`src/rtl/fpu_thread_scheduler.sv`:
```
// Two-thread FP issue scheduler with div/sqrt ownership tracking and E1..W tag pipeline.
// Build option: define FPU_SCHED_RR_EN for round-robin arbitration (default is fixed priority, thread 0 first).
//
// state | meaning
// IDLE  | div/sqrt unit free, either thread may issue a div/sqrt op
// BUSY0 | div/sqrt unit owned by thread 0, thread 0 blocked entirely
// BUSY1 | div/sqrt unit owned by thread 1, thread 1 blocked entirely
module fpu_thread_scheduler (
  input  logic clk,
  input  logic clrn,
  input  logic ena,
  input  logic fp_req0,
  input  logic fp_req1,
  input  logic fp_dsq0,
  input  logic fp_dsq1,
  input  logic dsq_done,
  output logic grant0,
  output logic grant1,
  output logic dt,
  output logic e1t,
  output logic e2t,
  output logic e3t,
  output logic wt,
  output logic e1v,
  output logic e2v,
  output logic e3v,
  output logic wv,
  output logic stall0,
  output logic stall1,
  output logic dsq_busy
);

  typedef enum logic [1:0] {
    IDLE  = 2'd0,
    BUSY0 = 2'd1,
    BUSY1 = 2'd2
  } dsq_state_t;

  dsq_state_t state;
  logic       lg;
  logic       elig0;
  logic       elig1;
  logic       pick1;

  // Eligibility uses the registered state only, so a dsq_done arriving this
  // cycle cannot free the unit for a div/sqrt request in the same cycle.
  always_comb begin
    elig0 = fp_req0 & ena & (state != BUSY0) & ~(fp_dsq0 & (state != IDLE));
    elig1 = fp_req1 & ena & (state != BUSY1) & ~(fp_dsq1 & (state != IDLE));
`ifdef FPU_SCHED_RR_EN
    pick1 = elig1 & (~elig0 | ~lg);
`else
    pick1 = elig1 & ~elig0;
`endif
    grant1 = pick1;
    grant0 = elig0 & ~pick1;
    dt     = pick1;
    stall0 = fp_req0 & ~grant0;
    stall1 = fp_req1 & ~grant1;
  end

  always_ff @(posedge clk) begin
    if (!clrn) begin
      state    <= IDLE;
      dsq_busy <= 1'b0;
      lg       <= 1'b1;
    end else begin
      if (grant0 | grant1) begin
        lg <= grant1;
      end
      case (state)
        IDLE: begin
          if (grant0 & fp_dsq0) begin
            state    <= BUSY0;
            dsq_busy <= 1'b1;
          end else if (grant1 & fp_dsq1) begin
            state    <= BUSY1;
            dsq_busy <= 1'b1;
          end
        end
        BUSY0, BUSY1: begin
          // completion frees the unit even while the pipeline is frozen
          if (dsq_done) begin
            state    <= IDLE;
            dsq_busy <= 1'b0;
          end
        end
        default: begin
          state    <= IDLE;
          dsq_busy <= 1'b0;
        end
      endcase
    end
  end

  always_ff @(posedge clk) begin
    if (!clrn) begin
      e1t <= 1'b0;
      e2t <= 1'b0;
      e3t <= 1'b0;
      wt  <= 1'b0;
      e1v <= 1'b0;
      e2v <= 1'b0;
      e3v <= 1'b0;
      wv  <= 1'b0;
    end else if (ena) begin
      e1t <= dt;
      e2t <= e1t;
      e3t <= e2t;
      wt  <= e3t;
      e1v <= grant0 | grant1;
      e2v <= e1v;
      e3v <= e2v;
      wv  <= e3v;
    end
  end

endmodule

```
`config.mk`:
```
export PLATFORM = sky130hd
export DESIGN_NAME = fpu_thread_scheduler
export DESIGN_NICKNAME = d
export VERILOG_FILES = /design/src/rtl/fpu_thread_scheduler.sv
export SDC_FILE = /design/constraint.sdc
export NUM_CORES = 1
export LEC_CHECK = 0
export ABC_AREA = 1
export CELL_PAD_IN_SITES_DETAIL_PLACEMENT = 1
export CELL_PAD_IN_SITES_GLOBAL_PLACEMENT = 1
export CORE_AREA = 2 2 52 54
export DETAILED_ROUTE_END_ITERATION = 10
export DIE_AREA = 0 0 54 56
export PLACE_DENSITY = 0.74
export SYNTH_ARGS = -nofsm -noshare
export SYNTH_HDL_FRONTEND = slang
export SYNTH_SLANG_ARGS = --single-unit
```
`constraint.sdc`:
```
create_clock -name clk -period 3.2 [get_ports clk]
set_input_delay 0.48 -clock clk [delete_from_list [all_inputs] [get_ports clk]]
set_output_delay 0.48 -clock clk [all_outputs]
set_load 0.005 [all_outputs]
```
==> reports/results.ini <==
[clock_tree]
cts_sinks = 11
path_clk_slew_ns = 0.07
postCtsHoldBufs = 0
root_buffer = clkbuf_4
post-cts-setup-buffers = 0
clk_latency_ns = 0.27
ctsHtreeMaxLevel = 1
numCtsBuffers = 3
cts_resized = 0
tritoncts = done
clock_path_buffers = 2

[placed_design]
placed_area_um2 = 843
routabilityCongestion = 0.825
dpl.hpwl_um = 1160
port_buffers = 21

[global_routing]
overflow = 0
first_global_vias = 558
antenna_found_initial = 0
grt_usage_pct = 11.0
grt_pass1_wl_um = 2430
grt_max_degree = 11

[critical_path]
cp_cell_sequence = clkdlybuf4s50_1, nand2_4, nor2_4, nand2_4, nand2_1, inv_1, nor2_1, clkdlybuf4s50_1
end_kind = primary output
start_kind = input port
crit_slowest_cell = clkdlybuf4s50_1
max_stage_delay_ns = 0.73
crit_type = in -> out
critPathArrivalTime_ns = 2.23
cp_data_required_time_ns = 2.72
crit_fanout = 10

[synthesis]
synthTopCellsByArea = dfxtp_1 (36%), inv_1 (9.2%), nor2_1 (9.2%), ha_1 (6.1%), nand3_4 (5.7%)
async_flop_share_pct = 0
ys_seq_area_share_pct = 35.8
synth_seq_cells = 11
synth_edf_count = 0
syn_avg_cell_area_um2 = 7.78
synth_flop_cell = dfxtp_1
mappedNetlistArea_um2 = 614
syn-num-nets = 90
ys_types = 18
synth_top_area_cell = dfxtp_1
synthTopCellsByCount = inv_1 (15), nor2_1 (15), dfxtp_1 (11), nand2_1 (9), o21ai_0 (7)
yosysTopAreaCellShare_pct = 35.8
syn_inst = 79
synth_warnings = 0

[power]
ir_worst_vdd_uv = 160
p_leak_nw = 0.386
power_density_nw_per_um2 = 385

[timing]
finalSetupViolCount = 0
rsz0062_at_grt = false
fmax_ghz = 0.368
hold_viol = 0
drv_slew = 0
finalCriticalPeriod_ns = 2.71
final.setup_skew_ns = 0.00735
finalCritPeriodShare_pct = 84.8
relSlewSlack_pct = 70.9
tightest_slew_ns = 0.434
tns_ns = 0

[final_layout]
layout.nets = 114
area_growth_pct = 41.5
fillers = 317
drive_gt1_share_pct = 13.7
utilization_pct = 35.8
antenna_cells = 0
fin_area_um2 = 870

[drt]
wl_per_cell_um = 10.4
drtIter0Drc = 9
dr.pass1.iters = 4
vias = 561
drt_wl_total_um = 1380
via_per_inst = 4.25
drc = 0
ant_nets = 0

[hold_path]
min_path_type = reg -> reg

[floorplan]
core_um2 = 2430
die_h_um = 56
fp-row-count = 18
chipWidth_um = 54
start_util_pct = 25.3
die_area_um2 = 3020
ios = 22

[flow_run]
maxCapViolCount = 0

[outcome]
outcome = finished, final reports clean

per-layer routing:
metal	share of wire, %	track usage, %	wire, um	vias up
met3	7.5	5.11	104	2
met2	51	18.5	699	16
met1	41	12.0	564	255
met4	0.73	3.21	10	0
met5	0	0	0	-
li1	-	-	-	288
worst max-delay path: cells and delay by family:
family,cells,cell delay (ns)
and+or+nand+nor,5,0.45
buffers and inverters,3,1.29
worst paths after layout:
path                                             from               endpoint  slack, ns  depth (start not counted)
worst max-delay path                              ena                 stall1       0.49                          8
worst min-delay path            dsq_busy$_SDFFE_PN0P_  dsq_busy$_SDFFE_PN0P_       0.48                          2
worst max register to register  state[0]$_SDFFE_PN0P_  dsq_busy$_SDFFE_PN0P_       1.78                          7
worst min register to register  dsq_busy$_SDFFE_PN0P_  dsq_busy$_SDFFE_PN0P_       0.48                          2
cells in the final DEF, fill, tap and decap left out:
cell	instances
ha_1	3
dfxtp_1	11
clkdlybuf4s50_1	21
clkbuf_1	1
nand2_1	9
clkbuf_4	3
nand2_2	1
a21oi_2	2
o21ai_0	7
nand3_2	1
nor2_4	2
a21oi_1	3
nand4_1	1
o21bai_2	1
nand3_4	2
nand2_4	2
nor2_1	15
nand3_1	2
inv_1	15
through the flow:
| step | hold WS (ns) | total power, W | setup slack, ns | instances |
|---|---|---|---|---|
| 2_1_floorplan | 0.471 | 0.000201 | 1.60 | 79 |
| 3_3_place_gp | 0.468 | 0.000241 | 0.517 | 128 |
| 3_5_place_dp | 0.474 | 0.000244 | 0.461 | 128 |
| 4_1_cts | 0.487 | 0.000344 | 0.459 | 132 |
| 5_1_grt | 0.501 | 0.000360 | 0.372 | 132 |
| 6_report | 0.483 | 0.000335 | 0.486 | 132 |
logic make-up (layout without fill, tap and decap cells):
kind of cell	count (synthesis)	after routing	synth area share (%)
and+or+nand+nor	35	35	33.0
adders and majority gates	3	3	6.11
DFF	11	11	35.8
AOI/OAI and AO/OA	13	13	12.8
buffers and inverters	17	40	12.2
state kept, by name, summed over array words and instances, names as in the netlist:
name	flops
e1t	1
state	2
e3v	1
e2t	1
e3t	1
wt	1
e1v	1
dsq_busy	1
e2v	1
wv	1
area by class of cell:
| cell class | count | area [um2] | share of cell area, % |
|---|---|---|---|
| inverters | 15 | 56.3 | 6.47 |
| clock buffers | 4 | 26.3 | 3.02 |
| flip-flops and latches | 11 | 220 | 25.3 |
| well taps | 30 | 37.5 | 4.32 |
| repair buffers | 21 | 210 | 24.2 |
| multi-input cells | 51 | 319 | 36.7 |
power by group:
| group | switching, W | internal (W) |
|---|---|---|
| logic | 0.0000409 | 0.0000456 |
| clock network | 0.0000475 | 0.0000483 |
| registers | 0.00000607 | 0.000147 |
No activity file was read; power rests on OpenSTA's default activity.
